File: src/rtl/alu_dispatch_pkg.sv
// Shared types and constants for the ALU array issue controller.
// Opcode values match the 3-bit instr encoding decoded by the alu lanes.
package alu_dispatch_pkg;

  typedef enum logic [1:0] {
    IDLE  = 2'd0,
    ISSUE = 2'd1,
    WAIT  = 2'd2,
    DONE  = 2'd3
  } dispatch_state_t;

  localparam logic [2:0] OP_ADD = 3'd0;
  localparam logic [2:0] OP_SUB = 3'd1;
  localparam logic [2:0] OP_MUL = 3'd2;
  localparam logic [2:0] OP_AND = 3'd3;
  localparam logic [2:0] OP_OR  = 3'd4;
  localparam logic [2:0] OP_XOR = 3'd5;

  localparam int DEFAULT_TIMEOUT = 64;

endpackage

File: src/rtl/alu_dispatch.sv
// Issue controller for the execute ALU array: one vector command in flight,
// registered array drive, masked result capture, bounded wait with timeout.
module alu_dispatch
  import alu_dispatch_pkg::*;
#(
  parameter int N       = 32,
  parameter int Q       = 16,
  parameter int ALU_NUM = 8,
  parameter int TIMEOUT = DEFAULT_TIMEOUT
) (
  input  logic                 clk,
  input  logic                 rst,
  input  logic                 cmd_valid,
  output logic                 cmd_ready,
  input  logic [2:0]           cmd_instr,
  input  logic [ALU_NUM-1:0]   cmd_mask,
  input  logic [ALU_NUM*N-1:0] cmd_dataA,
  input  logic [ALU_NUM*N-1:0] cmd_dataB,
  output logic [ALU_NUM-1:0]   enable_alu,
  output logic [2:0]           instr,
  output logic [ALU_NUM*N-1:0] dataA,
  output logic [ALU_NUM*N-1:0] dataB,
  input  logic                 exec_valid,
  input  logic [ALU_NUM*N-1:0] exec_data,
  output logic                 res_valid,
  input  logic                 res_ready,
  output logic [ALU_NUM*N-1:0] res_data,
  output logic [ALU_NUM-1:0]   res_mask,
  output logic                 res_timeout,
  output logic [1:0]           fsm_state
);

  localparam int VW = ALU_NUM * N;
  localparam int CW = $clog2(TIMEOUT);

  if (TIMEOUT < 2 || Q < 0 || Q >= N) begin : g_bad_params
    $error("alu_dispatch: TIMEOUT must be >= 2 and 0 <= Q < N");
  end

  // Handshakes: a transfer happens on a rising edge where valid and ready are
  // both high; valid holds its payload stable until that edge.
  dispatch_state_t    state, state_next;
  logic [ALU_NUM-1:0] mask_q, mask_next;
  logic [CW-1:0]      cnt, cnt_next;
  logic [ALU_NUM-1:0] enable_next, res_mask_next;
  logic [2:0]         instr_next;
  logic [VW-1:0]      dataA_next, dataB_next, res_data_next;
  logic               res_valid_next, res_timeout_next;

  assign cmd_ready = (state == IDLE);
  assign fsm_state = state;

  always_ff @(posedge clk) begin
    if (rst) begin
      state       <= IDLE;
      mask_q      <= '0;
      cnt         <= '0;
      enable_alu  <= '0;
      instr       <= '0;
      dataA       <= '0;
      dataB       <= '0;
      res_valid   <= 1'b0;
      res_data    <= '0;
      res_mask    <= '0;
      res_timeout <= 1'b0;
    end else begin
      state       <= state_next;
      mask_q      <= mask_next;
      cnt         <= cnt_next;
      enable_alu  <= enable_next;
      instr       <= instr_next;
      dataA       <= dataA_next;
      dataB       <= dataB_next;
      res_valid   <= res_valid_next;
      res_data    <= res_data_next;
      res_mask    <= res_mask_next;
      res_timeout <= res_timeout_next;
    end
  end

  always_comb begin
    state_next       = state;
    mask_next        = mask_q;
    cnt_next         = cnt;
    enable_next      = enable_alu;
    instr_next       = instr;
    dataA_next       = dataA;
    dataB_next       = dataB;
    res_valid_next   = res_valid;
    res_data_next    = res_data;
    res_mask_next    = res_mask;
    res_timeout_next = res_timeout;

    case (state)
      IDLE: begin
        if (cmd_valid) begin
          instr_next = cmd_instr;
          dataA_next = cmd_dataA;
          dataB_next = cmd_dataB;
          mask_next  = cmd_mask;
          // An all-zero mask never touches the array: its valid is vacuously
          // true in that case and carries no information.
          if (cmd_mask != '0) begin
            enable_next = cmd_mask;
            state_next  = ISSUE;
          end else begin
            res_valid_next   = 1'b1;
            res_data_next    = '0;
            res_mask_next    = '0;
            res_timeout_next = 1'b0;
            state_next       = DONE;
          end
        end
      end
      ISSUE: begin
        cnt_next   = '0;
        state_next = WAIT;
      end
      WAIT: begin
        cnt_next = cnt + 1'b1;
        if (exec_valid) begin
          for (int i = 0; i < ALU_NUM; i++) begin
            res_data_next[i*N +: N] = mask_q[i] ? exec_data[i*N +: N] : '0;
          end
          res_mask_next    = mask_q;
          res_timeout_next = 1'b0;
          res_valid_next   = 1'b1;
          enable_next      = '0;
          state_next       = DONE;
        end else if (cnt == CW'(TIMEOUT - 1)) begin
          res_data_next    = '0;
          res_mask_next    = mask_q;
          res_timeout_next = 1'b1;
          res_valid_next   = 1'b1;
          enable_next      = '0;
          state_next       = DONE;
        end
      end
      DONE: begin
        if (res_ready) begin
          res_valid_next = 1'b0;
          state_next     = IDLE;
        end
      end
      default: state_next = IDLE;
    endcase
  end

endmodule

File: config.mk
export PLATFORM = sky130hd
export DESIGN_NAME = alu_dispatch
export DESIGN_NICKNAME = d
export VERILOG_FILES = /design/src/rtl/alu_dispatch_pkg.sv /design/src/rtl/alu_dispatch.sv
export SDC_FILE = /design/constraint.sdc
export NUM_CORES = 2
export LEC_CHECK = 0
export ABC_AREA = 1
export CAP_MARGIN = 40
export CELL_PAD_IN_SITES_DETAIL_PLACEMENT = 0
export CELL_PAD_IN_SITES_GLOBAL_PLACEMENT = 1
export CORE_AREA = 2 2 612 614
export CTS_BUF_LIST = sky130_fd_sc_hd__clkbuf_16
export DETAILED_ROUTE_END_ITERATION = 10
export DIE_AREA = 0 0 614 616
export GPL_TIMING_DRIVEN = 1
export HOLD_SLACK_MARGIN = 0.1
export PLACE_DENSITY_LB_ADDON = 0.1
export SLEW_MARGIN = 15
export SYNTH_ARGS = -nofsm -noshare
export SYNTH_HDL_FRONTEND = slang
export SYNTH_SLANG_ARGS = --single-unit
File: constraint.sdc
create_clock -name clk -period 2.43 [get_ports clk]
set_input_delay 0.729 -clock clk [delete_from_list [all_inputs] [get_ports clk]]
set_output_delay 0.729 -clock clk [all_outputs]
set_load 0.05 [all_outputs]
* Word level (Yosys, flattened, before mapping)
Index checks and enable logic that the tools add are counted.
Storage, ports and cells: register bits 805, input bits 784, logic and storage cells 71
Operators by class: add/sub/neg operators 1, equal/unequal tests 9, multiplexer cells 40, reduce and logical (&&, ||, !) cells 10
Operators by type and width (number):
- $mux W256 | 4
- $pmux W256 S2 | 1
- $mux W32 | 8
- $mux W8 | 8
- $pmux W8 S2 | 2
- $pmux W6 S2 | 1
- $mux W2 | 5
- $mux W1 | 8
- $pmux W2 S4 | 1
- $reduce_and A4 Y1 | 2
- $reduce_bool A8 Y1 | 1
- $add A6 B1 Y6 const B | 1
- $eq A6 B6 Y1 const B | 1
- $ne A2 B2 Y1 const B | 3
- $reduce_and A5 Y1 | 1
- $eq A2 B2 Y1 const B | 2
- $reduce_bool A2 Y1 | 2
- $ne A3 B3 Y1 const B | 1
- $pmux W1 S3 | 1
- $reduce_and A3 Y1 | 1
- $reduce_bool A3 Y1 | 1
- $eq A2 B1 Y1 const B | 1
- $logic_not A2 Y1 | 1
- $ne A2 B1 Y1 const B | 1
- 2 further kinds | 2

* Longest topological paths before layout
word-level depth 4, depth in mapped cells 11

* Worst setup path before layout
OpenSTA, ideal clock, no wires.
path type reg2reg, from reg state[0], in the netlist fsm_state[0], to reg res_data[226], data arrival time 2.370 ns, required time 2.360 ns, slack -0.011 ns, cell stages (with the launch flop) 12, buffers on the path 2, cell sequence dfxtp_1 inv_1 ha_1 nand2_1 inv_2 a21oi_2 nor2_4 nand2_1 buf_2 buf_2 nand2_1 a21oi_1
On the way: cells in the longest elaborated chain, start to end 3
Ends and longest elaborated chain:
- start, declared | line alu_dispatch.sv:42 | dispatch_state_t state, state_next;
- start signal, assigned | line alu_dispatch.sv:67 | state <= state_next;
- $logic_not A2 Y1 *
- net cmd_ready | line alu_dispatch.sv:14 | output logic cmd_ready,
- $ne A2 B2 Y1 (no line) or $reduce_bool A2 Y1 (tied branches)
- $reduce_and A4 Y1 (no line)
- end signal, assigned | line alu_dispatch.sv:75 | res_data <= res_data_next;
- end, declared | line alu_dispatch.sv:27 | output logic [ALU_NUM*N-1:0] res_data,
Mark *: on every way through the listed nets, which the timed path passes. The rest lies on a longest branch. A chain may end at the register's enable or synchronous reset.

* Final worst setup path
from reg dataA[18], to out dataA[18]
RTL lines:
- start, declared | line alu_dispatch.sv:21 | output logic [ALU_NUM*N-1:0] dataA,
- start signal, assigned | line alu_dispatch.sv:72 | dataA <= dataA_next;
No word-level cell between the ends.

==> impl_metrics.py <==
metrics = {
    "yosys": {
        "yosysSeqAreaShare_pct": 52.5,
        "syn_area_sq_um": 30700,
        "yosysMostFrequentCell": "nor2_1",
        "synth_edf_count": 0,
        "synth_top_area_cell": "dfxtp_1",
        "synthTopCellsByCount": "nor2_1 (1324), dfxtp_1 (805), o21ai_0 (534)",
        "synth_cell_type_count": 24,
        "ys_warn_count": 0,
        "syn_inst": 4181,
        "ys.flop_type": "dfxtp_1",
        "avgSynthCellArea_sq_um": 7.34,
        "syn-num-nets": 4969,
        "synthArstFlopShare_pct": 0,
        "synth_top_cell_area_share_pct": 52.5,
        "synth-seq-cells": 805,
        "synthTopCellsByArea": "dfxtp_1 (53%), nor2_1 (16%), o21ai_0 (8.7%)",
    },
    "finish": {
        "num-fill-cells": 42500,
        "drive_above_1_share_pct": 21.8,
        "area_delta_synth_final_pct": 87.7,
        "layout.nets": 6596,
    },
    "power_and_ir_drop": {
        "ir_worst_vdd_v": 0.000498,
        "power.density_nw_per_um2": 1170,
        "power_leakage_nw": 21.0,
    },
    "sta": {
        "skew_ns": 0.0599,
        "tightestPinTransition_ns": 0.854,
        "finalSetupTns_ns": 0,
        "fmax_mhz": 430,
        "fin_ws_ns": 0.102,
        "rsz0062_at_grt": "false",
        "report.final.slew_viol_count": 0,
        "min_period_ns": 2.33,
        "fin_hold_ws_ns": 0.459,
        "slew_headroom_pct": 43.1,
        "setup_viol": 0,
        "timing.final.hold_violations": 0,
        "finalCritPeriodShare_pct": 95.8,
    },
    "cts": {
        "clk-insertion-delay-late_ns": 0.85,
        "clk_path_buf_depth": 4,
        "htreeDepth": 4,
        "root_buffer": "clkbuf_16",
        "cts_tree": "yes",
        "cts.clk_slew.worst_paths_ns": 0.05,
        "cts.sinks": 805,
        "cts_made_buffers": 134,
    },
    "die": {
        "initial_utilization_pct": 8.26,
        "die_x_microns": 614,
        "die_h_microns": 616,
        "rows": 224,
        "num_io_pins": 1576,
        "die_area_sq_um": 378000,
        "core-area_sq_um": 371000,
    },
    "placed_design": {
        "dp_worst_setup_slack_ns": -0.371,
        "port_buffers": 1575,
        "gp_congestion": 0.827,
        "dp_hpwl_microns": 215000,
    },
    "worst_setup_path": {
        "critPathMaxStageDelay_ns": 0.51,
        "critPathBufInv": 1,
        "end_kind": "output port",
        "critPathTopFamily": "flip-flops",
        "worstPathArrival_ns": 1.60,
        "crit_type": "reg2out",
        "crit_chain": "buf_4",
        "slowest_stage": "dfxtp_2",
        "start_kind": "flip-flop",
        "crit_path_max_fanout": 2,
        "critical_path_required_ns": 1.70,
    },
    "global_routing": {
        "grt_max_degree": 103,
        "grt_overflow": 0,
        "first_global_vias": 36400,
        "antenna_found_initial": 169,
        "grt_pass1_wl_microns": 351000,
        "track_usage_pct": 13.7,
    },
    "route": {
        "drtAntennaViolNets": 0,
        "drt-initial-drc-count": 1581,
        "vias_per_cell": 3.27,
        "wl_per_cell_microns": 24.7,
        "vias": 35700,
        "drtPass1Iterations": 5,
        "routed_wl_microns": 269000,
        "drc": 0,
    },
    "status": {
        "outcome": "finished, final reports clean",
    },
    "min_path": {
        "min_path_type": "reg2reg",
    },
    "job": {
        "drv_cap": 0,
    },
}
-- repair_timing --
item	4_1_cts	5_1_grt
hold endpoints to repair	1	0
resized for setup	1084	1
hold buffers	1	0
pin swaps	1	1
endpoints found under the setup margin	349	1
buffers inserted	5	1
-- area by class of cell --
cell class | count | area (sq um) | area share, %
Clock inverter | 93 | 579 | 1.01
Sequential cell | 805 | 16200 | 28.1
Clock buffer | 136 | 3400 | 5.91
Tap cell | 4972 | 6220 | 10.8
Inverter | 21 | 104 | 0.180
Antenna cell | 29 | 72.6 | 0.126
Multi-Input combinational cell | 2972 | 13000 | 22.5
Timing Repair Buffer | 1874 | 18100 | 31.4
-- stage by stage --
step	cells	instance area, sq um	power, mW	utilization, %
detailed placement	10600	53200	50.5	14.3
floorplan	4181	30700	34.0	-
CTS	10900	57500	69.9	15.5
finish	10900	57600	67.4	15.5
global placement	10600	53200	50.6	14.3
global route	10900	57500	71.5	15.5
-- registers in the layout, indices dropped and copies added (netlist names) --
| register | cells |
|---|---|
| fsm_state | 2 |
| mask_q | 8 |
| dataB | 256 |
| res_timeout | 1 |
| instr | 3 |
| res_valid | 1 |
| res_mask | 8 |
| res_data | 256 |
| dataA | 256 |
| enable_alu | 8 |
| cnt | 6 |
-- layer usage --
| metal | global-route usage, % | share of wire (%) | vias up |
|---|---|---|---|
| met4 | 3.23 | 2.7 | 164 |
| met3 | 5.82 | 9.4 | 451 |
| met5 | 0 | 0.40 | - |
| met1 | 13.1 | 34 | 16800 |
| li1 | - | - | 17000 |
| met2 | 26.4 | 54 | 1216 |
-- layout by cell type (no fill, tap or decap), types with 8 or more instances in the layout --
cell type / instances
clkdlybuf4s50_1: 781
inv_1: 53
clkbuf_16: 136
nand3b_1: 8
dfxtp_1: 784
dfxtp_2: 13
nand3_1: 516
buf_12: 76
clkinv_2: 10
buf_4: 681
clkdlybuf4s15_2: 301
nand2_1: 294
clkdlybuf4s18_2: 9
o21ai_0: 534
diode_2: 29
clkinv_1: 31
dfxtp_4: 8
a21oi_1: 279
buf_2: 23
nor2_1: 1324
-- cells by family (layout without fill, tap and decap cells) --
group | after synthesis | after routing | synth area share [%]
adders and majority gates | 4 | 4 | 0.163
and+or+nand+nor | 2152 | 2152 | 28.6
buffers and inverters | 404 | 2124 | 5.33
AOI/OAI and AO/OA | 816 | 816 | 13.3
other | 0 | 29 | 0
DFF | 805 | 805 | 52.5
-- power breakdown --
part / leakage (nW) / internal (mW) / switching, mW
Combinational: 12.3 / 9.37 / 22.0
Sequential: 6.61 / 15.8 / 1.72
Clock: 2.08 / 10.6 / 7.91
Total: 21.0 / 35.7 / 31.7
-- path summary, 6_finish.rpt --
check	start	to	slack [ns]	cells past startpoint
setup / recovery	dataA[18]	dataA[18]	0.10	1
hold / removal	res_data[251]	res_data[251]	0.46	2
setup reg to reg	fsm_state[0]	dataB[45]	0.19	10
hold reg to reg	res_data[251]	res_data[251]	0.46	2
No activity file was read; power rests on OpenSTA's default activity.
